**src/rtl/mem_stage_lsu.sv**
```systemverilog
// rtl/mem_stage_lsu.sv - MEM pipeline stage: load/store unit with req/ack data-memory port
//
// Purpose: issues loads/stores from the EX/MEM register to a variable-latency
// data memory, stalls upstream while an access is outstanding, aligns and
// extends load data, and registers the writeback value into the MEM/WB boundary.
//
// Ports:
//   clk, reset                  clock (rising edge), asynchronous active-high reset
//   MEM_*                       EX/MEM pipeline register fields (address/ALU result,
//                               store data, rd, reg_write, result_src, mem_write, funct3)
//   dmem_req/we/addr/wdata/be   data-memory request (combinational from MEM_* and state)
//   dmem_ack/rdata              data-memory completion and read word
//   mem_stall                   holds PC, IF/ID, ID/EX and EX/MEM while high
//   WB_result/rd/reg_write      registered writeback fields
//   misalign_err, bus_err       one-cycle registered error pulses

module mem_stage_lsu #(
  parameter int TIMEOUT_CYCLES = 64
) (
  input  logic        clk,
  input  logic        reset,
  input  logic [31:0] MEM_alu_result,
  input  logic [31:0] MEM_write_data,
  input  logic [4:0]  MEM_rd,
  input  logic        MEM_reg_write,
  input  logic        MEM_result_src,
  input  logic        MEM_mem_write,
  input  logic [2:0]  MEM_funct3,
  output logic        dmem_req,
  output logic        dmem_we,
  output logic [31:0] dmem_addr,
  output logic [31:0] dmem_wdata,
  output logic [3:0]  dmem_be,
  input  logic        dmem_ack,
  input  logic [31:0] dmem_rdata,
  output logic        mem_stall,
  output logic [31:0] WB_result,
  output logic [4:0]  WB_rd,
  output logic        WB_reg_write,
  output logic        misalign_err,
  output logic        bus_err
);

  typedef enum logic {
    ST_IDLE,
    ST_WAIT
  } state_t;

  localparam logic [7:0] LP_LIMIT = 8'(TIMEOUT_CYCLES);

  state_t      r_state;
  state_t      w_state_next;
  logic [7:0]  r_cnt;
  logic [7:0]  w_cnt_next;

  logic        w_mem_op;
  logic        w_illegal;
  logic        w_misalign;
  logic        w_bad;
  logic        w_good;
  logic        w_req;
  logic        w_timeout;
  logic        w_complete;
  logic [1:0]  w_off;
  logic [7:0]  w_byte;
  logic [15:0] w_half;
  logic [31:0] w_load;
  logic [31:0] w_result;

  logic [31:0] r_wb_result;
  logic [4:0]  r_wb_rd;
  logic        r_wb_reg_write;
  logic        r_misalign_err;
  logic        r_bus_err;

  assign w_off    = MEM_alu_result[1:0];
  assign w_mem_op = MEM_result_src | MEM_mem_write;

  // Stores accept 000/001/010; loads additionally accept 100/101.
  always_comb begin
    w_illegal = 1'b0;
    if (MEM_mem_write)
      w_illegal = MEM_funct3[2] | (MEM_funct3[1:0] == 2'b11);
    else
      w_illegal = (MEM_funct3[1:0] == 2'b11) | (MEM_funct3 == 3'b110);
  end

  assign w_misalign = ((MEM_funct3[1:0] == 2'b01) & w_off[0]) |
                      ((MEM_funct3[1:0] == 2'b10) & (w_off != 2'b00));

  // A bad access is only judged in IDLE; in WAIT the inputs are frozen by the stall.
  assign w_bad  = (r_state == ST_IDLE) & w_mem_op & (w_illegal | w_misalign);
  assign w_good = w_mem_op & ~w_illegal & ~w_misalign;

  // Request datapath: lanes are replicated so memory can pick any byte lane via be.
  assign dmem_addr = {MEM_alu_result[31:2], 2'b00};
  assign dmem_we   = MEM_mem_write;

  always_comb begin
    dmem_wdata = MEM_write_data;
    dmem_be    = 4'b1111;
    case (MEM_funct3[1:0])
      2'b00: begin
        dmem_wdata = {4{MEM_write_data[7:0]}};
        dmem_be    = 4'b0001 << w_off;
      end
      2'b01: begin
        dmem_wdata = {2{MEM_write_data[15:0]}};
        dmem_be    = 4'b0011 << {w_off[1], 1'b0};
      end
      default: begin
        dmem_wdata = MEM_write_data;
        dmem_be    = 4'b1111;
      end
    endcase
  end

  always_ff @(posedge clk or posedge reset) begin
    if (reset) begin
      r_state <= ST_IDLE;
      r_cnt   <= 8'd0;
    end else begin
      r_state <= w_state_next;
      r_cnt   <= w_cnt_next;
    end
  end

  always_comb begin
    w_state_next = r_state;
    w_cnt_next   = r_cnt;
    w_req        = 1'b0;
    w_timeout    = 1'b0;
    case (r_state)
      ST_IDLE: begin
        if (w_good) begin
          w_req = 1'b1;
          if (!dmem_ack) begin
            w_state_next = ST_WAIT;
            w_cnt_next   = 8'd1;
          end
        end
      end
      ST_WAIT: begin
        // Ack is checked before the limit so a last-cycle ack still succeeds.
        if (dmem_ack) begin
          w_req        = 1'b1;
          w_state_next = ST_IDLE;
          w_cnt_next   = 8'd0;
        end else if (r_cnt >= LP_LIMIT) begin
          w_timeout    = 1'b1;
          w_state_next = ST_IDLE;
          w_cnt_next   = 8'd0;
        end else begin
          w_req      = 1'b1;
          w_cnt_next = r_cnt + 8'd1;
        end
      end
      default: begin
        w_state_next = ST_IDLE;
        w_cnt_next   = 8'd0;
      end
    endcase
  end

  // Reset drops the handshake combinationally so an in-flight access is abandoned.
  assign dmem_req  = w_req & ~reset;
  assign mem_stall = w_req & ~dmem_ack & ~reset;

  // Completion: acked access, or a non-memory op passing through IDLE.
  assign w_complete = (w_req & dmem_ack) | ((r_state == ST_IDLE) & ~w_mem_op);

  always_comb begin
    case (w_off)
      2'b00:   w_byte = dmem_rdata[7:0];
      2'b01:   w_byte = dmem_rdata[15:8];
      2'b10:   w_byte = dmem_rdata[23:16];
      default: w_byte = dmem_rdata[31:24];
    endcase
    w_half = w_off[1] ? dmem_rdata[31:16] : dmem_rdata[15:0];
    case (MEM_funct3)
      3'b000:  w_load = {{24{w_byte[7]}}, w_byte};
      3'b001:  w_load = {{16{w_half[15]}}, w_half};
      3'b100:  w_load = {24'd0, w_byte};
      3'b101:  w_load = {16'd0, w_half};
      default: w_load = dmem_rdata;
    endcase
    w_result = MEM_result_src ? w_load : MEM_alu_result;
  end

  // Anything other than a completion (stall, bad access, timeout) is a bubble.
  always_ff @(posedge clk or posedge reset) begin
    if (reset) begin
      r_wb_result    <= 32'd0;
      r_wb_rd        <= 5'd0;
      r_wb_reg_write <= 1'b0;
      r_misalign_err <= 1'b0;
      r_bus_err      <= 1'b0;
    end else begin
      r_misalign_err <= w_bad;
      r_bus_err      <= w_timeout;
      if (w_complete) begin
        r_wb_result    <= w_result;
        r_wb_rd        <= MEM_rd;
        r_wb_reg_write <= MEM_reg_write;
      end else begin
        r_wb_reg_write <= 1'b0;
      end
    end
  end

  assign WB_result    = r_wb_result;
  assign WB_rd        = r_wb_rd;
  assign WB_reg_write = r_wb_reg_write;
  assign misalign_err = r_misalign_err;
  assign bus_err      = r_bus_err;

endmodule
```
**config.mk**
```make
export PLATFORM = sky130hd
export DESIGN_NAME = mem_stage_lsu
export DESIGN_NICKNAME = d
export VERILOG_FILES = /design/src/rtl/mem_stage_lsu.sv
export SDC_FILE = /design/constraint.sdc
export NUM_CORES = 1
export LEC_CHECK = 0
export CELL_PAD_IN_SITES_DETAIL_PLACEMENT = 1
export CELL_PAD_IN_SITES_GLOBAL_PLACEMENT = 2
export CORE_ASPECT_RATIO = 0.6
export CORE_UTILIZATION = 21
export CTS_BUF_LIST = sky130_fd_sc_hd__clkbuf_8
export DETAILED_ROUTE_END_ITERATION = 10
export PLACE_DENSITY = 0.79
export SETUP_SLACK_MARGIN = 0.4
export SKIP_LAST_GASP = 1
export SYNTH_ARGS = -nofsm -noshare
export SYNTH_HDL_FRONTEND = slang
export SYNTH_SLANG_ARGS = --single-unit
```
**constraint.sdc**
```tcl
create_clock -name clk -period 2.3 [get_ports clk]
set_clock_uncertainty 0.1 [all_clocks]
set_input_delay 0.23 -clock clk [delete_from_list [all_inputs] [get_ports clk]]
set_output_delay 0.23 -clock clk [all_outputs]
set_load 0.05 [all_outputs]
```
Yosys cells after proc, flatten, opt, wreduce, memory -nomap -nowiden
Index checks and enable logic that the tools add are counted.
- muxes and demuxes: 24
- magnitude comparators: 1
- equality and inequality tests: 11
- add/sub/neg operators: 1
- shifts and indexed selects: 2
- bitwise logic cells: 23
- reduce and logical (&&, ||, !) cells: 5
- operators by type and width (cell ; number):
    case mux 32 bit (4 select lines) ; 1
    case mux 32 bit (2 select lines) ; 1
    two-way mux 32 bit ; 1
    two-way mux 8 bit ; 4
    case mux 8 bit (3 select lines) ; 1
    two-way mux 16 bit ; 1
    case mux 8 bit (2 select lines) ; 1
    AND 1 bit ; 11
    two-way mux 1 bit ; 11
    == test 3 bit, second input constant ; 3
    adder 8 x 1 -> 8 bit, second input constant ; 1
    >= comparator 8 x 7 -> 1 bit, second input constant ; 1
    case mux 4 bit (2 select lines) ; 1
    == test 2 bit, second input constant ; 3
    NOT 1 bit ; 6
    OR 1 bit ; 6
    == test 2 x 1 -> 1 bit, second input constant ; 2
    logical NOT 2 bit ; 2
    != test 2 bit, second input constant ; 2
    case mux 1 bit (2 select lines) ; 2
    left shift 1 x 2 -> 4 bit, first input constant ; 1
    left shift 2 x 2 -> 4 bit, first input constant ; 1
    == test 3 x 1 -> 1 bit, second input constant ; 1
    logical NOT 3 bit ; 1
    other kinds (2) ; 2
- word-level logic and storage cells: 74
- input bits: 110
- register bits: 49

Longest topological paths before layout
- word-level depth: 11
- mapped depth: 7
- depth with buffers taken out: 5

Least setup slack after synthesis
No wires, ideal clock.
- kind: input to output
- from: input MEM_funct3[0]
- to: output mem_stall
- buffers on the path: 1
- path slack: -163 ps
- cell stages on the path: 5
- arrival: 2133 ps
- data required time: 1970 ps
- cell sequence: buf_6 > or4_4 > a21oi_1 > o21bai_1 > nor3_1
- word-level cells in the longest chain between the ends: 10
- elaborated cells on any way between the ends: 18
- RTL lines (item ; line ; source):
    start, declared ; 28 ; input logic [2:0] MEM_funct3,
    == test 3 bit / == test 2 bit (equally long branches) ; 85, 83 ;
    OR 1 bit, on equally long branches ; 85, 83 ;
    two-way mux 1 bit ; 82 ; if (MEM_mem_write)
    NOT 1 bit ; 93 ; assign w_good = w_mem_op & ~w_illegal & ~w_misalign;
    AND 1 bit ; 93 ;
    AND 1 bit (*) ; 93 ;
    two-way mux 1 bit (*) ; 135 ; if (w_good) begin
    case mux 1 bit (2 select lines) (*) ; 133 ; case (r_state)
    AND 1 bit (*) (2 in series) ; 167 ; assign mem_stall = w_req & ~dmem_ack & ~reset;
    end, declared ; 36 ; output logic mem_stall,
Every way passes the cells marked *; elsewhere a longest branch is shown, timed or not.

Worst setup path in the final report
- from: register r_state
- to: output mem_stall
- word-level cells in the longest chain between the ends: 4
- RTL lines (item ; line ; source):
    start, declared ; 51 ; state_t r_state;
    start signal, assigned ; 123 ; r_state <= w_state_next;
    NOT 1 bit ; - ;
    case mux 1 bit (2 select lines) (*) ; 133 ;
    AND 1 bit (*) (2 in series) ; 167 ;
Marks and branches as above.

==> results.env <==
WORST_SLEW_MARGIN_REL_PCT=52.4
POSTSYNTHAREAPERCELL_UM2=8.53
SYNTHFLOPTYPE='dfrtp_1'
SYNTH_TOP_CELL_BY_AREA='dfrtp_1'
TOTAL_DIE_AREA_UM2=19100
CLOCK-SINKS=49
GROUTE.USAGE.OVERALL_PCT=17.9
CP.BUFFERS_INVERTERS=1
WORST_VOLTAGE_DROP_ACROSS_THE_VDD_GRID_uV=216
SETUP.WORST_PATH.CLASS='reg2out'
CTS_TREE='done'
YOSYS.CELL_TYPES.COUNT=53
DETAIL_ROUTE.VIAS_PER_CELL=4.73
FIN_WORST_HOLD_SLACK_PS=192
GRT_SETUP_UNREPAIRED='yes'
HOLD_PATH.CLASS='in2async'
WORST-ENDPOINT-REQUIRED_PS=1970
WORSTSETUPSTARTPOINTTYPE='register'
NUMBER_OF_BUFFERS_CREATED_BY_CTS=5
POST-SYNTH-TOP-COUNT-CELL='nand2_1'
POST-ROUTE-MIN-PERIOD_PS=1880
GRT_MAX_DEGREE=51
POWER-PER-CELL-AREA_nW_PER_UM2=587
ENDPOINT_KIND='output port'
DR.PASS1.ITERS=4
CTS-ROOT-TO-SINK-BUFFERS=2
WORSTREG2REGSTART='r_state'
ASYNCSETRESETFLOPFRACSYNTH_PCT=100
INSERTION_DELAY_PS=330
WORST-SLEW-PIN-TRANSITION_PS=712
FINAL_ANTENNA_NET_COUNT=0
SYNTH_ENABLE_FLOP_CELLS=0
SLEW_VIOL_FINAL=0
SYN_INST=457
GRT_PASS1_WL_UM=25800
DR.FIRST_ITER.DRC_COUNT=231
NETLIST_AREA_PRE_PLACE_UM2=3900
DPL_CELL_AREA_UM2=6460
P_LEAK_nW=2.96
FLOORPLAN.IO_PINS=221
SYNTHTOPCELLSBYCOUNT='59 x nand2_1, 49 x dfrtp_1, 41 x buf_4, 31 x nor2_1, 29 x a21oi_1'
SYN_TO_FINAL_GROWTH_PCT=72.5
VIA_COUNT=4252
YOSYSTOPAREACELLSHARE_PCT=31.5
SYNTHESIZED_FLOP_AND_LATCH_TOTAL=49
FILLERINSTANCES=2068
FMAX_MHz=533
R2R.WORST_PATH.CELLS=5
FLOORPLAN.DIE.WIDTH_UM=178
CRITICAL_PATH_CELL_SEQUENCE='nor2b_4 > nor2b_4 > o21bai_4 > nor3_4 > buf_12'
ROUTE.FINAL.WIRE_LENGTH_UM=17000
GRT-OVFL-TOTAL=0
WORST_EP_ARRIVAL_TIME_PS=1550
TIMING.CRITICAL_PATH.SLOWEST_STAGE_CELL='dfrtp_2'
CLOCK-ROOT-BUFFER='clkbuf_8'
INITIAL_UTILIZATION_PCT=21.5
TIMING.CRITICAL_PATH.MAX_DELAY_FAMILY='flip-flops'
H-TREE-DEPTH=2
DP_HPWL_UM=13400
TIMING.FINAL.HOLD_VIOLATIONS=0
CP-STARTPOINT='r_state'
SYNTH_SEQUENTIAL_AREA_RATIO_PCT=31.5
NET_TOTAL_IN_THE_FINAL_LAYOUT=769
SYNTH_AREA_LEADERS='dfrtp_1 31%, buf_4 7.9%, mux2_2 5.8%'
YOSYS_WARNINGS=0
ROUTE.DETAILED.WL_PER_INST_UM=18.9
PATH_MAX_FANOUT=3
PLACEMENT_ROWS=38
TIMING.FINAL.CRIT_SHARE_PCT=81.6
SETUP_VIOL=0
CRITPATHMAXSTAGEDELAY_PS=440
BUFFER_PORTS.INSERTED=218
DRT_DRC_VIOLATIONS_LEFT=0
DIE_HEIGHT_UM=108
CTS_HOLD_REPAIR.BUFFERS=0
MAXCAPVIOLCOUNT=0
TIMING.CRITICAL_PATH.MODE_CELL='nor2b_4'
CLK_PIN_SLEW_PS=110
RUN_STATUS='finished, final reports clean'
ANTENNA-DIODE-COUNT=0
FLOORPLAN.CORE_AREA_UM2=18100
FIRST_GLOBAL_VIAS=4468
POST_ROUTE_CELLS_DRIVE_ABOVE_1_SHARE_PCT=26.3
ROUTABILITYCONGESTION=0.815
ANTENNA_FOUND_INITIAL=1
FINAL_AREA_UM2=6720
WORST-PATH-STAGES=5
## worst reg2reg max path, cell delays in order, from the launching register on
cell and delay, ps:
dfrtp_2 440, buf_4 150, buf_6 130, or3_4 410
nand2_4 160, mux2_2 360
## layout make-up
class | instances | area [um^2] | area share (%)
clock buffer | 5 | 68.8 | 1.02
clock inverter | 3 | 28.8 | 0.428
inverter | 6 | 22.5 | 0.335
multi-input combinational | 328 | 2310 | 34.3
sequential | 49 | 1230 | 18.3
tap | 240 | 300 | 4.47
timing repair buffer | 268 | 2770 | 41.2
## per-layer routing
metal  up-vias  part of all wire, %  GRT usage (%)
met3         7                  6.5           4.41
met2       138                   47           29.9
li1       2007                    -              -
met5         -                0.076              0
met4         2                 0.51           3.11
met1      2098                   46           23.6
## logic make-up after synthesis
| kind of cell | share of synthesized area [%] |
|---|---|
| mux | 12.6 |
| compound gates | 21.2 |
| xor+xnor | 0.225 |
| simple gates | 21.2 |
| other cells | 0.0962 |
| flops | 31.5 |
| fa+ha+maj | 0.321 |
| buf+inv | 12.9 |
## placed cells by master, fill, tap and decap left out, drive strengths merged, types with 3 or more instances in the layout
cell type      instances
mux2i                 22
dfrtp                 49
nor4                   3
nand3                 28
o22ai                  8
clkdlybuf4s50        147
a21oi                 29
o221ai                 7
clkbuf                 7
nor2b                  8
inv                    8
buf                   93
nor3                  10
dlymetal6s2s          13
nor2                  33
mux2                  23
a211oi                 4
o21ai                 14
dlygate4sd2           13
nand3b                 3
nand2                 60
o31ai                 26
nand2b                12
a31oi                  6
a22o                   3
## stage by stage
stage	total power [mW]	std cells	worst slack, ps	utilization, %	TNS, ps
after global routing	4.15	899	354	37.1	0
after CTS	3.98	898	310	36.6	0
after global placement	3.31	884	-186	35.6	-4530
after detailed placement	3.35	884	-284	35.6	-5830
after floorplan	2.45	458	246	-	0
final	3.94	899	422	37.1	0
## power breakdown
group | total, mW | internal, mW | switching, mW
logic | 2.24 | 0.869 | 1.37
registers | 1.11 | 1.01 | 0.0950
clock network | 0.602 | 0.229 | 0.373
total | 3.94 | 2.11 | 1.83
## worst paths after layout
path | endpoint | slack (ps)
min | r_state | 190
max reg2reg | WB_rd[2] | 440
min reg2reg | WB_result[28] | 420
max in group asynchronous | WB_result[9] | 1380
max | mem_stall | 420
min in group clk | WB_result[5] | 280
## state kept, by name (all words and copies together) (netlist names)
register,count
misalign_err,1
WB_reg_write,1
WB_rd,5
WB_result,32
r_cnt,8
bus_err,1
r_state,1
## timing repair
item,CTS,global route
setup endpoints to repair,65,51
pin swaps,6,9
buffers inserted,5,1
endpoints found under the hold margin,0,0
resized for setup,33,31
cloned,1,0
(Power assumes the default switching activity.)
